File: config.mk
export PLATFORM = sky130hd
export DESIGN_NAME = rice_core_csr_access
export DESIGN_NICKNAME = d
export VERILOG_FILES = /design/src/rtl/rice_core_csr_access.sv
export SDC_FILE = /design/constraint.sdc
export NUM_CORES = 1
export LEC_CHECK = 0
export ABC_AREA = 1
export BUFFER_PORTS_ARGS = -buffer_cell sky130_fd_sc_hd__buf_2
export CAP_MARGIN = 20
export CORE_ASPECT_RATIO = 1.75
export CORE_MARGIN = 4
export CORE_UTILIZATION = 32
export CTS_CLUSTER_DIAMETER = 80
export DETAILED_ROUTE_END_ITERATION = 7
export PLACE_DENSITY_LB_ADDON = 0.12
export SLEW_MARGIN = 20
export SYNTH_ARGS = -nofsm -noshare
export SYNTH_HDL_FRONTEND = slang
export SYNTH_SLANG_ARGS = --single-unit
File: constraint.sdc
create_clock -name i_clk -period 4 [get_ports i_clk]
set_clock_uncertainty 0.2 [all_clocks]
set_input_delay 0.4 -clock i_clk [delete_from_list [all_inputs] [get_ports i_clk]]
set_output_delay 0.4 -clock i_clk [all_outputs]
set_load 0.05 [all_outputs]
File: src/rtl/rice_core_csr_access.sv
// ============================================================================
// rice_core_csr_access : CSR instruction sequencer / CSR bus master
// Rev 1.0 : initial release
// ============================================================================
`default_nettype none

module rice_core_csr_access #(
    parameter int XLEN = 32
) (
    input  logic               i_clk,
    input  logic               i_rst_n,
    input  logic               i_valid,
    output logic               o_ready,
    input  logic [1:0]         i_op,
    input  logic [11:0]        i_address,
    input  logic [XLEN-1:0]    i_operand,
    input  logic               i_rd_zero,
    input  logic               i_rs1_zero,
    output logic               o_done,
    output logic [XLEN-1:0]    o_rdata,
    output logic               o_error,
    output logic               csr_request_valid,
    input  logic               csr_request_ready,
    output logic [11:0]        csr_address,
    output logic               csr_write,
    output logic [XLEN-1:0]    csr_write_data,
    output logic [XLEN/8-1:0]  csr_strobe,
    input  logic               csr_response_valid,
    output logic               csr_response_ready,
    input  logic [XLEN-1:0]    csr_read_data,
    input  logic               csr_error
);

    localparam logic [1:0] OP_NONE = 2'b00;
    localparam logic [1:0] OP_RW   = 2'b01;
    localparam logic [1:0] OP_RS   = 2'b10;
    localparam logic [1:0] OP_RC   = 2'b11;

    typedef enum logic [2:0] {
        IDLE   = 3'd0,
        RD_REQ = 3'd1,
        RD_RSP = 3'd2,
        WR_REQ = 3'd3,
        WR_RSP = 3'd4,
        DONE   = 3'd5
    } state_t;

    state_t           state;
    logic [1:0]       op;
    logic [XLEN-1:0]  operand;
    logic             need_write;

    logic             req_need_read;
    logic             req_need_write;
    logic             req_read_only;
    logic [XLEN-1:0]  new_value;

    // Decode of the incoming request; only consumed in the accepting cycle.
    always_comb begin
        req_need_read  = !(i_op == OP_RW && i_rd_zero);
        req_need_write = (i_op == OP_RW) || !i_rs1_zero;
        req_read_only  = req_need_write && (i_address[11:10] == 2'b11);
    end

    always_comb begin
        new_value = operand;
        case (op)
            OP_RS:   new_value = csr_read_data | operand;
            OP_RC:   new_value = csr_read_data & ~operand;
            default: new_value = operand;
        endcase
    end

    always_ff @(posedge i_clk or negedge i_rst_n) begin
        if (!i_rst_n) begin
            state              <= IDLE;
            op                 <= OP_NONE;
            operand            <= '0;
            need_write         <= 1'b0;
            o_ready            <= 1'b1;
            o_done             <= 1'b0;
            o_rdata            <= '0;
            o_error            <= 1'b0;
            csr_request_valid  <= 1'b0;
            csr_address        <= '0;
            csr_write          <= 1'b0;
            csr_write_data     <= '0;
            csr_strobe         <= '0;
            csr_response_ready <= 1'b0;
        end else begin
            case (state)
                IDLE: begin
                    if (i_valid) begin
                        op          <= i_op;
                        operand     <= i_operand;
                        need_write  <= req_need_write;
                        csr_address <= i_address;
                        o_ready     <= 1'b0;
                        o_rdata     <= '0;
                        o_error     <= 1'b0;
                        if (i_op == OP_NONE || req_read_only) begin
                            o_error <= 1'b1;
                            o_done  <= 1'b1;
                            state   <= DONE;
                        end else if (req_need_read) begin
                            csr_request_valid <= 1'b1;
                            csr_write         <= 1'b0;
                            csr_strobe        <= '0;
                            state             <= RD_REQ;
                        end else begin
                            csr_request_valid <= 1'b1;
                            csr_write         <= 1'b1;
                            csr_write_data    <= i_operand;
                            csr_strobe        <= '1;
                            state             <= WR_REQ;
                        end
                    end
                end
                RD_REQ: begin
                    if (csr_request_ready) begin
                        csr_request_valid  <= 1'b0;
                        csr_response_ready <= 1'b1;
                        state              <= RD_RSP;
                    end
                end
                RD_RSP: begin
                    if (csr_response_valid) begin
                        o_rdata <= csr_read_data;
                        if (csr_error) begin
                            csr_response_ready <= 1'b0;
                            o_error            <= 1'b1;
                            o_done             <= 1'b1;
                            state              <= DONE;
                        end else if (need_write) begin
                            csr_response_ready <= 1'b0;
                            csr_request_valid  <= 1'b1;
                            csr_write          <= 1'b1;
                            csr_write_data     <= new_value;
                            csr_strobe         <= '1;
                            state              <= WR_REQ;
                        end else begin
                            csr_response_ready <= 1'b0;
                            o_done             <= 1'b1;
                            state              <= DONE;
                        end
                    end
                end
                WR_REQ: begin
                    if (csr_request_ready) begin
                        csr_request_valid  <= 1'b0;
                        csr_response_ready <= 1'b1;
                        state              <= WR_RSP;
                    end
                end
                WR_RSP: begin
                    if (csr_response_valid) begin
                        csr_response_ready <= 1'b0;
                        o_error            <= csr_error;
                        o_done             <= 1'b1;
                        state              <= DONE;
                    end
                end
                DONE: begin
                    o_done  <= 1'b0;
                    o_ready <= 1'b1;
                    state   <= IDLE;
                end
                default: begin
                    state   <= IDLE;
                    o_ready <= 1'b1;
                    o_done  <= 1'b0;
                end
            endcase
        end
    end

endmodule

`default_nettype wire

==> out/qor.txt <==
status = finished clean
crit path kind = flop to flop
core area = 17,540 sq um
H-tree levels = 4
CTS sink count = 120
fin crit share = 0.7278
Mapped Area = 5715 sq um
Post-DRT Antenna Nets = 0
r2r setup slk = 1090 ps
via count = 5,213
count leader, synth = nand2_1
FF-to-FF End = csr_write_data[7]$_DFFE_PN0P_
worst r2r src = state[0]$_DFFE_PN0P_
input/output buffers = 171
synthesized instance count = 722
Post-synth EDFFs = 0
CP startpoint kind = flop
class of the worst hold path = input port to flop
Initial Util = 0.3259
Psw = 3.545 mW
Area growth, synth to finish = 30.39%
syn_nets = 808
Cell variety after synth = 25
Non-Filler Instances = 1,135
Flop pwr share = 0.285
# setup viols final = 0
Final GP Congestion = 0.9217
VDD IR-drop max = 0.3898 mV
GR Util All Layers = 0.1801
Critical Path Source = state[0]$_DFFE_PN0P_
Gate power share = 0.502
pin count of the biggest net entering global routing = 57
Critical Path, Cell by Cell = nor2_2, nand2_1, inv_2, nand2_4, nand2_2, nand3_2, buf_12, nand2_1, o21ai_1
Root Buffer = clkbuf_16
synth top area cells = dfrtp_1 52%, nand2_1 16%, o21ai_0 6.6%, nand3_1 6.3%, a21oi_1 3.2%
clock share of power = 0.213
relative slew slack = 0.4838
CTS max path bufs = 2
Inserted Diodes = 0
Worst Setup End Kind = flop
Die Height = 184.8 um
dominant synthesized flop cell = dfrtp_1
Post-synth ARST share = 1.000
count of maximum capacitance violations = 0
CTS buffer count = 17
worst-path fanout max = 53
std cell rows = 64
power per cell area = 962.2 nW/um^2
DRC = 0
Switching Share = 0.4945
hpwl dp = 12.39 mm
final setup TNS = 0 ps
leak pwr = 4.035 nW
Final Hold Viols = 0
Max Clock Freq = 343.5 MHz
depth of the worst register-to-register path = 9
YS warnings = 0
Seq/Total Area, Yosys = 0.5256
Slew Limit Fails = 0
number of global-route vias before repair = 5,131
Seq cells post-synth = 120
global-route wire length before repair = 27.75 mm
worst slew pin tran = 774.3 ps
crit path to = csr_write_data[7]$_DFFE_PN0P_
First-pass DRT Iterations = 5
Avg Inst Size Synth = 7.916 sq um
design area = 7452 sq um
Die X = 109.0 um
clock slew at reported path FFs = 60 ps
Yosys top cell area share = 0.5210
setup slack after layout = 1089 ps
Post-DP Area = 6705 sq um
Int Pwr = 3.625 mW
Synth top cells by count = 239 x nand2_1, 119 x dfrtp_1, 75 x o21ai_0
Critical Path Slowest Stage Cell = nand3_2
footprint of the multi-input gates = 2271 sq um
# hold bufs at CTS = 16
antenna violations before repair = 1
DR WL/cell = 15.64 um
initial drt markers = 218
Resize count post-CTS = 0
register area = 3004 sq um
worst skew pair latency = 410 ps
Req. time, crit path = 4090 ps
Final nets = 977
crit path DAT = 3000 ps
total length of routed wires = 17.75 mm
layout cell share with drive strength beyond 1 = 0.2644
die area = 20,150 sq um
CTS tree = built
Crit path largest cell delay = 600 ps
top cell type by total area after synthesis = dfrtp_1
Via density = 4.593
crit-path most repeated cell = nand2_1
Place WS = 1085 ps
Top Ports = 172
placed cells = 1,087
RSZ-0062 raised after global routing = no
Filler cells = 1,863
postcts setup bufs = 0
Congestion Overflow GR = 0
minimum clock period after layout = 2911 ps
==> flip-flops by register name (all words and copies together), names as in the netlist, 2 cells and up <==
signal	count
csr_write_data	32
o_rdata	32
operand	32
csr_address	12
state	3
op	2
==> worst max-delay path, delay by kind of cell, from the launching register on <==
family	cells	cell delay (ps)
buffers and inverters	2	560
flip-flops	1	450
AO/OA/AOI/OAI	1	60
AND/OR/NAND/NOR	6	1490
==> stage by stage <==
stage / utilization / total power [mW] / hold WS, ps
after CTS: 0.4249 / 7.258 / 0.8143
after global placement: 0.3823 / 5.663 / 252.7
after detailed placement: 0.3823 / 5.690 / 257.8
final: 0.4249 / 7.170 / 19.41
after floorplan: - / 4.832 / -95.59
after global routing: 0.4249 / 7.664 / 6.256
==> kinds of logic after synthesis <==
| kind of cell | synth area share |
|---|---|
| AO/OA/AOI/OAI | 0.1399 |
| buffers and inverters | 0.07837 |
| flip-flops | 0.5256 |
| AND/OR/NAND/NOR | 0.2561 |
==> worst min path at each step <==
stage | startpoint | end | slack (ps) | cells past startpoint
after floorplan | i_rst_n | csr_address[0]$_DFFE_PN0P_ | -100 | 0
after global placement | o_done$_DFFE_PN0P_ | o_done$_DFFE_PN0P_ | 250 | 2
after detailed placement | o_ready$_DFFE_PN1P_ | o_ready$_DFFE_PN1P_ | 260 | 2
final | i_operand[14] | operand[14]$_DFFE_PN0P_ | 20 | 3
after CTS | i_operand[14] | operand[14]$_DFFE_PN0P_ | 0.8 | 3
after global routing | i_operand[4] | operand[4]$_DFFE_PN0P_ | 6 | 3
==> layer usage <==
metal	GRT usage	vias up	wire length, um
met2	0.3104	140	9090
met1	0.2186	2373	7442
li1	-	2669	-
met4	0.06775	2	376
met3	0.03732	29	833
met5	0	-	8
==> cell type report <==
cell class / instances / area share
timing repair buffer: 198 / 0.1494
tap: 231 / 0.03878
multi-input combinational: 504 / 0.3047
sequential: 120 / 0.4031
clock buffer: 25 / 0.06649
inverter: 50 / 0.02518
clock inverter: 7 / 0.01226
==> cells in the final DEF, fill, tap and decap left out, types with 16 or more instances in the layout <==
cell type	instances
nand2_1	238
buf_2	170
dfrtp_1	119
o21ai_0	75
nand3_1	72
inv_1	46
nor2_1	39
a21oi_1	36
o21ai_2	17
clkbuf_16	17
dlygate4sd3_1	16
==> power groups by stage <==
| stage | Combinational [mW] | Sequential, mW | Clock (mW) |
|---|---|---|---|
| 6_report | 3.60 | 2.04 | 1.52 |
| 5_1_grt | 3.94 | 2.11 | 1.62 |
| 4_1_cts | 3.65 | 2.05 | 1.56 |
| 3_5_place_dp | 3.63 | 2.06 | 0 |
| 3_3_place_gp | 3.60 | 2.06 | 0 |
| 2_1_floorplan | 1.59 | 3.24 | 0 |
Power figures use the tool's default switching activity.
